==> src/rtl/mac_neuron_if.sv <==
`default_nettype none
// ============================================================================
//  Module      : mac_neuron_if
//  Description : Operand input stream and result output stream of a neuron.
//  Revision    : 1.0 - initial release
// ============================================================================
interface mac_neuron_if #(
    parameter int DW = 16
);
    logic          in_valid;
    logic          in_ready;
    logic [DW-1:0] coef;
    logic [DW-1:0] data_in;
    logic          out_valid;
    logic          out_ready;
    logic [DW-1:0] node_out;
    logic          sat;

    // Sequencer side: drives operand pairs, consumes results
    modport master (
        output in_valid, coef, data_in, out_ready,
        input  in_ready, out_valid, node_out, sat
    );

    // Neuron side
    modport slave (
        input  in_valid, coef, data_in, out_ready,
        output in_ready, out_valid, node_out, sat
    );
endinterface
`default_nettype wire

==> src/rtl/mac_neuron.sv <==
`default_nettype none
// ============================================================================
//  Module      : mac_neuron
//  Description : Fixed-point neuron, y = act(bias + sum(coef*data)).
//                Full-precision accumulation, saturation to DW bits and a
//                selectable activation (identity/ReLU/hard-sigmoid/step).
//  Revision    : 1.0 - initial release
// ============================================================================
module mac_neuron #(
    parameter int N_IN  = 64,
    parameter int DW    = 16,
    parameter int FRAC  = 8,
    parameter int ACC_W = 2*DW + $clog2(N_IN) + 1
) (
    input  logic          clk,
    input  logic          n_rst,
    input  logic          start,
    input  logic [1:0]    act_mode,
    input  logic [DW-1:0] bias,
    mac_neuron_if.slave   bus,
    output logic          busy
);

    localparam int CNT_W = (N_IN > 1) ? $clog2(N_IN) : 1;

    localparam logic [CNT_W-1:0]        c_last    = CNT_W'(N_IN - 1);
    localparam logic signed [ACC_W-1:0] c_sat_max = {{(ACC_W-DW+1){1'b0}}, {(DW-1){1'b1}}};
    localparam logic signed [ACC_W-1:0] c_sat_min = {{(ACC_W-DW+1){1'b1}}, {(DW-1){1'b0}}};
    localparam logic signed [DW-1:0]    c_one     = {{(DW-1){1'b0}}, 1'b1} << FRAC;
    localparam logic signed [DW-1:0]    c_half    = c_one >>> 1;

    typedef enum logic [1:0] {
        S_IDLE  = 2'd0,
        S_ACCUM = 2'd1,
        S_ACT   = 2'd2,
        S_DONE  = 2'd3
    } state_t;

    state_t                  r_state;
    state_t                  w_state_nxt;
    logic signed [ACC_W-1:0] r_acc;
    logic [CNT_W-1:0]        r_cnt;
    logic [1:0]              r_mode;

    logic signed [2*DW-1:0]  w_coef_ext;
    logic signed [2*DW-1:0]  w_data_ext;
    logic signed [2*DW-1:0]  w_prod;
    logic signed [ACC_W-1:0] w_prod_ext;
    logic signed [ACC_W-1:0] w_bias_ext;
    logic signed [ACC_W-1:0] w_shift;
    logic signed [DW-1:0]    w_x;
    logic signed [DW-1:0]    w_hs;
    logic signed [DW-1:0]    w_act;
    logic                    w_clip;

    // Operands widened to 2*DW so the truncated product is exact
    assign w_coef_ext = {{DW{bus.coef[DW-1]}}, bus.coef};
    assign w_data_ext = {{DW{bus.data_in[DW-1]}}, bus.data_in};
    assign w_prod     = w_coef_ext * w_data_ext;
    assign w_prod_ext = {{(ACC_W-2*DW){w_prod[2*DW-1]}}, w_prod};
    assign w_bias_ext = {{(ACC_W-DW){bias[DW-1]}}, bias};

    // Back to the operand Q format; arithmetic shift truncates toward -inf
    assign w_shift = r_acc >>> FRAC;

    // Clamp the rescaled sum to the DW range and flag clipping
    always_comb begin
        w_clip = 1'b0;
        w_x    = w_shift[DW-1:0];
        if (w_shift > c_sat_max) begin
            w_clip = 1'b1;
            w_x    = c_sat_max[DW-1:0];
        end else if (w_shift < c_sat_min) begin
            w_clip = 1'b1;
            w_x    = c_sat_min[DW-1:0];
        end
    end

    // Hard-sigmoid pre-clamp term; x/4 + 0.5 cannot overflow DW since FRAC < DW-1
    assign w_hs = (w_x >>> 2) + c_half;

    // Activation on the clamped value, selected by the mode latched at start
    always_comb begin
        w_act = w_x;
        case (r_mode)
            2'd0: w_act = w_x;
            2'd1: w_act = w_x[DW-1] ? '0 : w_x;
            2'd2: begin
                if (w_hs[DW-1])
                    w_act = '0;
                else if (w_hs > c_one)
                    w_act = c_one;
                else
                    w_act = w_hs;
            end
            default: w_act = (!w_x[DW-1] && (w_x != '0)) ? c_one : '0;
        endcase
    end

    // State register
    always_ff @(posedge clk or negedge n_rst) begin
        if (!n_rst)
            r_state <= S_IDLE;
        else
            r_state <= w_state_nxt;
    end

    // Next-state and handshake outputs
    always_comb begin
        w_state_nxt   = r_state;
        bus.in_ready  = 1'b0;
        bus.out_valid = 1'b0;
        busy          = 1'b1;
        case (r_state)
            S_IDLE: begin
                busy = 1'b0;
                if (start)
                    w_state_nxt = S_ACCUM;
            end
            S_ACCUM: begin
                bus.in_ready = 1'b1;
                if (bus.in_valid && (r_cnt == c_last))
                    w_state_nxt = S_ACT;
            end
            S_ACT: begin
                w_state_nxt = S_DONE;
            end
            default: begin
                bus.out_valid = 1'b1;
                if (bus.out_ready)
                    w_state_nxt = S_IDLE;
            end
        endcase
    end

    // Accumulator, beat counter, latched mode and registered result
    always_ff @(posedge clk or negedge n_rst) begin
        if (!n_rst) begin
            r_acc        <= '0;
            r_cnt        <= '0;
            r_mode       <= '0;
            bus.node_out <= '0;
            bus.sat      <= 1'b0;
        end else begin
            case (r_state)
                S_IDLE: begin
                    if (start) begin
                        r_acc  <= w_bias_ext <<< FRAC;
                        r_cnt  <= '0;
                        r_mode <= act_mode;
                    end
                end
                S_ACCUM: begin
                    if (bus.in_valid) begin
                        r_acc <= r_acc + w_prod_ext;
                        r_cnt <= r_cnt + CNT_W'(1);
                    end
                end
                S_ACT: begin
                    bus.node_out <= w_act;
                    bus.sat      <= w_clip;
                end
                default: ;
            endcase
        end
    end

endmodule
`default_nettype wire

==> src/flat_wrapper.sv <==
// flat-port wrapper written by rule: the top's interface ports become plain ports
module mac_neuron_flat 
#(
    parameter int N_IN  = 64,
    parameter int DW    = 16,
    parameter int FRAC  = 8,
    parameter int ACC_W = 2*DW + $clog2(N_IN) + 1
)
  (clk, n_rst, start, act_mode, bias, busy, bus_in_valid, bus_coef, bus_data_in, bus_out_ready, bus_in_ready, bus_out_valid, bus_node_out, bus_sat);
  mac_neuron_if #(.DW(DW)) bus_i ();
  input  logic clk;
  input  logic n_rst;
  input  logic start;
  input  logic [1:0] act_mode;
  input  logic [DW-1:0] bias;
  output logic busy;
  input wire logic [$bits(bus_i.in_valid)-1:0] bus_in_valid;
  input wire logic [$bits(bus_i.coef)-1:0] bus_coef;
  input wire logic [$bits(bus_i.data_in)-1:0] bus_data_in;
  input wire logic [$bits(bus_i.out_ready)-1:0] bus_out_ready;
  output wire logic [$bits(bus_i.in_ready)-1:0] bus_in_ready;
  output wire logic [$bits(bus_i.out_valid)-1:0] bus_out_valid;
  output wire logic [$bits(bus_i.node_out)-1:0] bus_node_out;
  output wire logic [$bits(bus_i.sat)-1:0] bus_sat;
  assign bus_i.in_valid = bus_in_valid;
  assign bus_i.coef = bus_coef;
  assign bus_i.data_in = bus_data_in;
  assign bus_i.out_ready = bus_out_ready;
  assign bus_in_ready = bus_i.in_ready;
  assign bus_out_valid = bus_i.out_valid;
  assign bus_node_out = bus_i.node_out;
  assign bus_sat = bus_i.sat;
  mac_neuron #(.N_IN(N_IN), .DW(DW), .FRAC(FRAC), .ACC_W(ACC_W)) u_core (.clk(clk), .n_rst(n_rst), .start(start), .act_mode(act_mode), .bias(bias), .bus(bus_i), .busy(busy));
endmodule
==> config.mk <==
export PLATFORM = sky130hd
export DESIGN_NAME = mac_neuron_flat
export DESIGN_NICKNAME = d
export VERILOG_FILES = /design/src/rtl/mac_neuron_if.sv /design/src/rtl/mac_neuron.sv /design/src/flat_wrapper.sv
export SDC_FILE = /design/constraint.sdc
export NUM_CORES = 1
export LEC_CHECK = 0
export ABC_AREA = 1
export ABC_CLOCK_PERIOD_IN_PS = 8900
export CAP_MARGIN = 15
export CORE_UTILIZATION = 45
export CTS_CLUSTER_SIZE = 10
export DETAILED_ROUTE_END_ITERATION = 16
export PLACE_DENSITY = 0.62
export REMOVE_ABC_BUFFERS = 1
export SYNTH_ARGS = -nofsm -noshare
export SYNTH_HDL_FRONTEND = slang
export SYNTH_SLANG_ARGS = --single-unit
==> constraint.sdc <==
create_clock -name clk -period 8.9 [get_ports clk]
set_input_delay 1.335 -clock clk [delete_from_list [all_inputs] [get_ports clk]]
set_output_delay 1.335 -clock clk [all_outputs]
set_load 0.03 [all_outputs]
==> metrics.txt, run 1 <==
outcome=finished, final reports clean; total CTS buffers=9; Worst Setup End Kind=register; worst min-delay path category=reg -> reg; Yosys reg bits=66; Resized cells post-CTS=0; Pins Over Slew Limit=0; Worst path slowest cell=clkdlybuf4s50_1; highest cell delay on the worst timing path=roughly 0.93 ns; Synth Area in Simple Gates=15.22%; DP Worst Slack=0.3062 ns; area leader, netlist=fa_1; worst r2r src=u_core.r_acc[20]$_DFFE_PN0P_; commonest cells in the synthesized netlist=inv_1, nand2_1, fa_1; minimum clock period=8.331 ns; GP Congestion=0.9234; Max-Cap Viols=0; FF-to-FF path depth=17; DR vias/cell=5.037; CP delay by family, top=adder cells; final WL=40170 um; port buffer count=74; Cell Area, Synth=0.01589 mm2; top-count cell post-synth=inv_1; Die X=189.9 um; via count=between 10000 and 15000; row cnt=68; XOR/XNOR share of the synthesized area=1.709%; Layout area overhead=9.301%; internal reg-to-reg setup slack=3.36 ns; diode count=0; Synth Area in Compound Gates=about 7.2%; ys async rst share=100.0%; vias in the first global route=13560; Critical Path Fanout Max=16; CP required=between 9 and 10 ns; Critical Path Start=bus_coef[15]; CP bufs+invs=7; share of the synthesized area in the top cell type=41.08%; post-synthesis mux area share=0.07088%; RSZ-0062 raised after global routing=false; Post-route DRC=0; WS Path Type=in -> reg; clock root cell=clkbuf_16; Overflow after GRT=0; crit path launch type=input port; final setup TNS=0 ns; Post-Synthesis Cells=1969; fmax=120.0 MHz; total track usage=between 20% and 30%; critical path, cell by cell=clkdlybuf4s50_1, nand2_1, inv_1, fa_1, fa_1, inv_1, fa_1, inv_1, fa_1, fa_1, inv_1, fa_1, inv_1, ha_1, nand2_1, nor2_1, inv_1, nor4_1, a21oi_1, o21ai_0, a21oi_1, o21ai_0, nand2_1; first-pass GRT wire length=68790 um; fill count=3350; Final Non-Filler Cells=around 2500; sequential area share after synthesis=10.40%; post-route setup slack=0.5687 ns; initial antenna violation count=0; layout cell share with drive strength beyond 1=2.751%; RR Endpoint=u_core.r_acc[29]$_DFFE_PN0P_; Ys Warns=0; Starting Density=between 40% and 50%; Hold-fix buffers, CTS=0; largest net degree at the start of global routing=67; die height=189.9 um; routed len/inst=16.37 um; crit path to=u_core.r_acc[29]$_DFFE_PN0P_; Synth area leaders=fa_1, inv_1, dfrtp_1; Mapped Avg Cell Area=a little over 8 um2; ys flop type=dfrtp_1; ANT nets after route=0; Tightest Pin Transition=0.9168 ns; TritonCTS clock tree=built; Core Area=0.03463 mm2; die area=0.03606 mm2; Final setup violation count=0; CTS Sinks=66; Post-synth EDFFs=0; clk_lat worst skew=0.34 ns; Post-Place Cells=2437; DR pass1 iterations=5; # Post-CTS Setup Buffers=0; I/O pins=75; Crit path depth=23; CP Data Arrival Time=8.56 ns; 1st-iter DRT viols=779; Reg clk slew, reported paths=0.06 ns; final worst path period share=93.61%; H-tree depth=3; hpwl dp=34300 um; largest family of logic cells by synthesized area=adder cells; endpoints failing hold=0; Worst slew margin=38.88%; Final #Nets=2494; Synth cell types=45; Layout Skew=0.007978 ns; adder-cell area share of the yosys netlist=roughly half; Clock Tree Buf Depth=2
-- flip-flops by register name, summed over array words and instances, names as in the netlist --
name and flops:
u_core.r_mode 2, u_core.r_state 2, u_core.r_cnt 6, u_core.r_acc 39, u_core.bus.node_out 16, u_core.bus.sat 1
-- metrics by stage --
| step | cell area, um2 | util, % | hold slack (ns) |
|---|---|---|---|
| after floorplan | 15570 | - | 0.4594 |
| after global placement | 17020 | 49.16 | 0.4691 |
| after detailed placement | 17020 | 49.16 | 0.4733 |
| after CTS | 17350 | 50.12 | 0.4899 |
| after global routing | 17370 | 50.15 | 0.5179 |
| final | 17370 | 50.15 | 0.4860 |
-- layer usage --
layer | share of wire (%) | wire length, um | global-route usage [%] | vias up
li1 | - | - | - | 5791
met1 | 44 | 17850 | 32.64 | 6222
met2 | 49 | 19790 | 42.17 | 302
met3 | 4.4 | 1780 | 2.453 | 47
met4 | 1.9 | 760 | 4.715 | 0
met5 | 0 | 0 | 0 | -
-- cells by family (layout without fill, tap and decap cells) --
group,Yosys count,in the layout
buf+inv,627,657
simple gates,603,603
fa+ha+maj,445,445
compound gates,196,196
flops,66,66
xor+xnor,31,31
mux,1,1
-- area by class of cell --
type                    count  area (um2)  area share [%]
multi-input cells        1276       11880           68.38
inverters                 548        2057           11.85
flip-flops and latches     66        1652           9.511
repair buffers             93       882.1           5.080
well taps                 455       569.3           3.278
clock buffers              12       256.5           1.477
clock inverters             4       73.82          0.4251
-- how the worst min path moves through the flow --
stage               cells after the start  slack, ns                               start                                 end
finish                                  2       0.49  u_core.bus.node_out[5]$_DFFE_PN0P_  u_core.bus.node_out[5]$_DFFE_PN0P_
global route                            2       0.52  u_core.bus.node_out[2]$_DFFE_PN0P_  u_core.bus.node_out[2]$_DFFE_PN0P_
global placement                        2       0.47  u_core.bus.node_out[1]$_DFFE_PN0P_  u_core.bus.node_out[1]$_DFFE_PN0P_
CTS                                     2       0.49  u_core.bus.node_out[5]$_DFFE_PN0P_  u_core.bus.node_out[5]$_DFFE_PN0P_
floorplan                               2       0.46         u_core.r_acc[5]$_DFFE_PN0P_         u_core.r_acc[5]$_DFFE_PN0P_
detailed placement                      2       0.47  u_core.bus.node_out[5]$_DFFE_PN0P_  u_core.bus.node_out[5]$_DFFE_PN0P_
-- cell usage in the layout, fill, tap and decap left out, types with 5 or more instances in the layout --
cell,synthesis,final
a21o_1,7,7
a21oi_1,78,78
a22o_1,7,7
a22oi_1,7,7
a31oi_1,5,5
buf_4,0,18
clkbuf_16,0,9
clkdlybuf4s50_1,0,73
dfrtp_1,66,66
fa_1,326,326
ha_1,119,119
inv_1,544,544
nand2_1,432,432
nand2_2,8,8
nand3_1,30,30
nand4_1,11,11
nor2_1,99,99
nor3_1,8,8
o211ai_1,5,5
o21ai_0,56,55
o21bai_1,10,10
xnor2_1,15,15
xor2_1,16,16
-- worst reg2reg max path: stages, from the launching register on --
cell and delay, ns:
dfrtp_1 0.42, ha_1 0.34, fa_1 0.57, fa_1 0.44
fa_1 0.50, inv_1 0.06, fa_1 0.53, inv_1 0.04
ha_1 0.39, nand2_1 0.16, nor2_1 0.38, inv_1 0.11
nor4_1 0.58, a21oi_1 0.25, o21ai_0 0.40, a21oi_1 0.11
o21ai_0 0.10, nand2_1 0.06
Power of run 1 is left out: the tool's default activity adds up to more than one toggle a clock period on the data nets, which glitch-free logic cannot reach.
==> inputs of run 2 (changes only) <==
CTS_BUF_LIST = sky130_fd_sc_hd__clkbuf_16   (was unset)
GPL_TIMING_DRIVEN = 1   (was unset)
==> run 2 against run 1 <==
Effect of this change:
- global-route usage about the same
- routed wire length decreased by 0.18%
- worst hold slack is essentially flat
- count of clock-buffer cells in the layout decreased by 3
- cell count did not move
- critical path type unchanged
- largest cell class unchanged
==> metrics.txt, run 2 (synthesis results as in run 1) <==
highest cell delay on the worst timing path=0.93 ns (about the same); fill count=3352 (+0.060%); clk_lat worst skew=0.34 ns (about the same); endpoints failing hold=0 (unchanged); Pins Over Slew Limit=0 (unchanged); worst min-delay path category=reg -> reg; Layout Skew=0.01018 ns (+0.002201 ns); final worst path period share=93.37% (-0.24 points); total CTS buffers=9 (unchanged); CP Data Arrival Time=8.54 ns (-0.02 ns); minimum clock period=8.310 ns (-0.02100 ns); outcome=finished, final reports clean; largest net degree at the start of global routing=67 (unchanged); DR vias/cell=5.052 (+0.28%); initial antenna violation count=0 (unchanged); 1st-iter DRT viols=747 (-4.1%); I/O pins=75 (unchanged); GP Congestion=0.9234 (unchanged); Most flops, register=u_core.r_acc; Final #Nets=2494 (unchanged); row cnt=68 (unchanged); crit path launch type=input port; via count=12400 (+0.28%); Worst Setup End Kind=register; hpwl dp=34300 um (unchanged); Worst slew margin=38.47% (-0.41 points); RSZ-0062 raised after global routing=false; final WL=40100 um (-0.18%); total track usage=24.16% (about the same); Core Area=0.03463 mm2 (unchanged); Largest register FFs=39 (unchanged); Reg clk slew, reported paths=0.06 ns (about the same); WS Path Type=in -> reg; Max-Cap Viols=0 (unchanged); Tightest Pin Transition=0.9230 ns (+0.006170 ns); Hold-fix buffers, CTS=0 (unchanged); CP required=9.13 ns (about the same); Worst path slowest cell=clkdlybuf4s50_1; Post-route DRC=0 (unchanged); port buffer count=74 (unchanged); Overflow after GRT=0 (unchanged); Starting Density=45.88% (unchanged); biggest regs=u_core.r_acc: 39 flops, u_core.bus.node_out: 16 flops, u_core.r_cnt: 6 flops; fmax=120.3 MHz (+0.25%); ANT nets after route=0 (unchanged); Critical Path Fanout Max=16 (unchanged); Resized cells post-CTS=0 (unchanged); first-pass GRT wire length=68760 um (about the same); Die X=189.9 um (unchanged); # Post-CTS Setup Buffers=0 (unchanged); die area=0.03606 mm2 (unchanged); most common cell after layout, fill and taps aside=inv_1; DR pass1 iterations=5 (unchanged); clock root cell=clkbuf_16; layout cell share with drive strength beyond 1=2.651% (-0.10 points); TritonCTS clock tree=built; most frequent cells in the layout=inv_1, nand2_1, fa_1; CTS Sinks=66 (unchanged); critical path, cell by cell=clkdlybuf4s50_1, nand2_1, inv_1, fa_1, fa_1, inv_1, fa_1, inv_1, fa_1, fa_1, inv_1, fa_1, inv_1, ha_1, nand2_1, nor2_1, inv_1, nor4_1, a21oi_1, o21ai_0, a21oi_1, o21ai_0, nand2_1; Final setup violation count=0 (unchanged); diode count=0 (unchanged); Layout area overhead=9.175%; Clock Tree Buf Depth=2 (unchanged); H-tree depth=3 (unchanged); final setup TNS=0 ns (unchanged); die height=189.9 um (unchanged); routed len/inst=16.34 um (-0.18%); vias in the first global route=13550 (-0.074%)
==> run 2: final cells by class <==
class,instances,area (um2),share of cell area [%]
inverter,548,2057,11.86
clock inverter,7,85.08,0.4905
tap,455,569.3,3.282
multi-input combinational,1276,11880,68.46
clock buffer,9,225.2,1.298
sequential,66,1652,9.522
timing repair buffer,93,882.1,5.085
==> run 2: final timing paths <==
path	start	to	slack [ns]	cells past startpoint
max in group asynchronous	n_rst	u_core.r_acc[11]$_DFFE_PN0P_	7.07	2
hold / removal	u_core.bus.node_out[5]$_DFFE_PN0P_	u_core.bus.node_out[5]$_DFFE_PN0P_	0.49	2
hold reg to reg	u_core.bus.node_out[5]$_DFFE_PN0P_	u_core.bus.node_out[5]$_DFFE_PN0P_	0.49	2
setup / recovery	bus_coef[15]	u_core.r_acc[29]$_DFFE_PN0P_	0.59	23
min in group asynchronous	n_rst	u_core.r_acc[12]$_DFFE_PN0P_	1.21	2
setup reg to reg	u_core.r_acc[20]$_DFFE_PN0P_	u_core.r_acc[29]$_DFFE_PN0P_	3.38	17
==> run 2: per-stage QoR <==
step / cell area (um2) / instances / utilization (%) / setup WS, ns / hold WS (ns)
after floorplan: 15570 / 1890 / - / 2.215 / 0.4594
after global placement: 17020 / 2437 / 49.16 / 0.3768 / 0.4691
after global routing: 17350 / 2454 / 50.09 / 0.1490 / 0.5173
after CTS: 17330 / 2453 / 50.06 / 0.6689 / 0.4896
final: 17350 / 2454 / 50.09 / 0.5897 / 0.4857
after detailed placement: 17020 / 2437 / 49.16 / 0.3062 / 0.4733
==> run 2: metal layers <==
metal | vias to the layer above | routed length, um | part of all wire (%) | track usage [%]
met2 | 334 | 19830 | 49 | 42.15
met5 | - | 0 | 0 | 0
met1 | 6225 | 17600 | 44 | 32.63
met4 | 0 | 770 | 1.9 | 4.715
met3 | 49 | 1909 | 4.8 | 2.453
li1 | 5789 | - | - | -
==> run 2: critical path: cells and delay by family <==
family	cells	cell delay (ns)
buf+inv	7	1.38
simple gates	5	1.43
fa+ha+maj	7	3.52
compound gates	4	0.84
Power of run 2 is left out for the same reason.
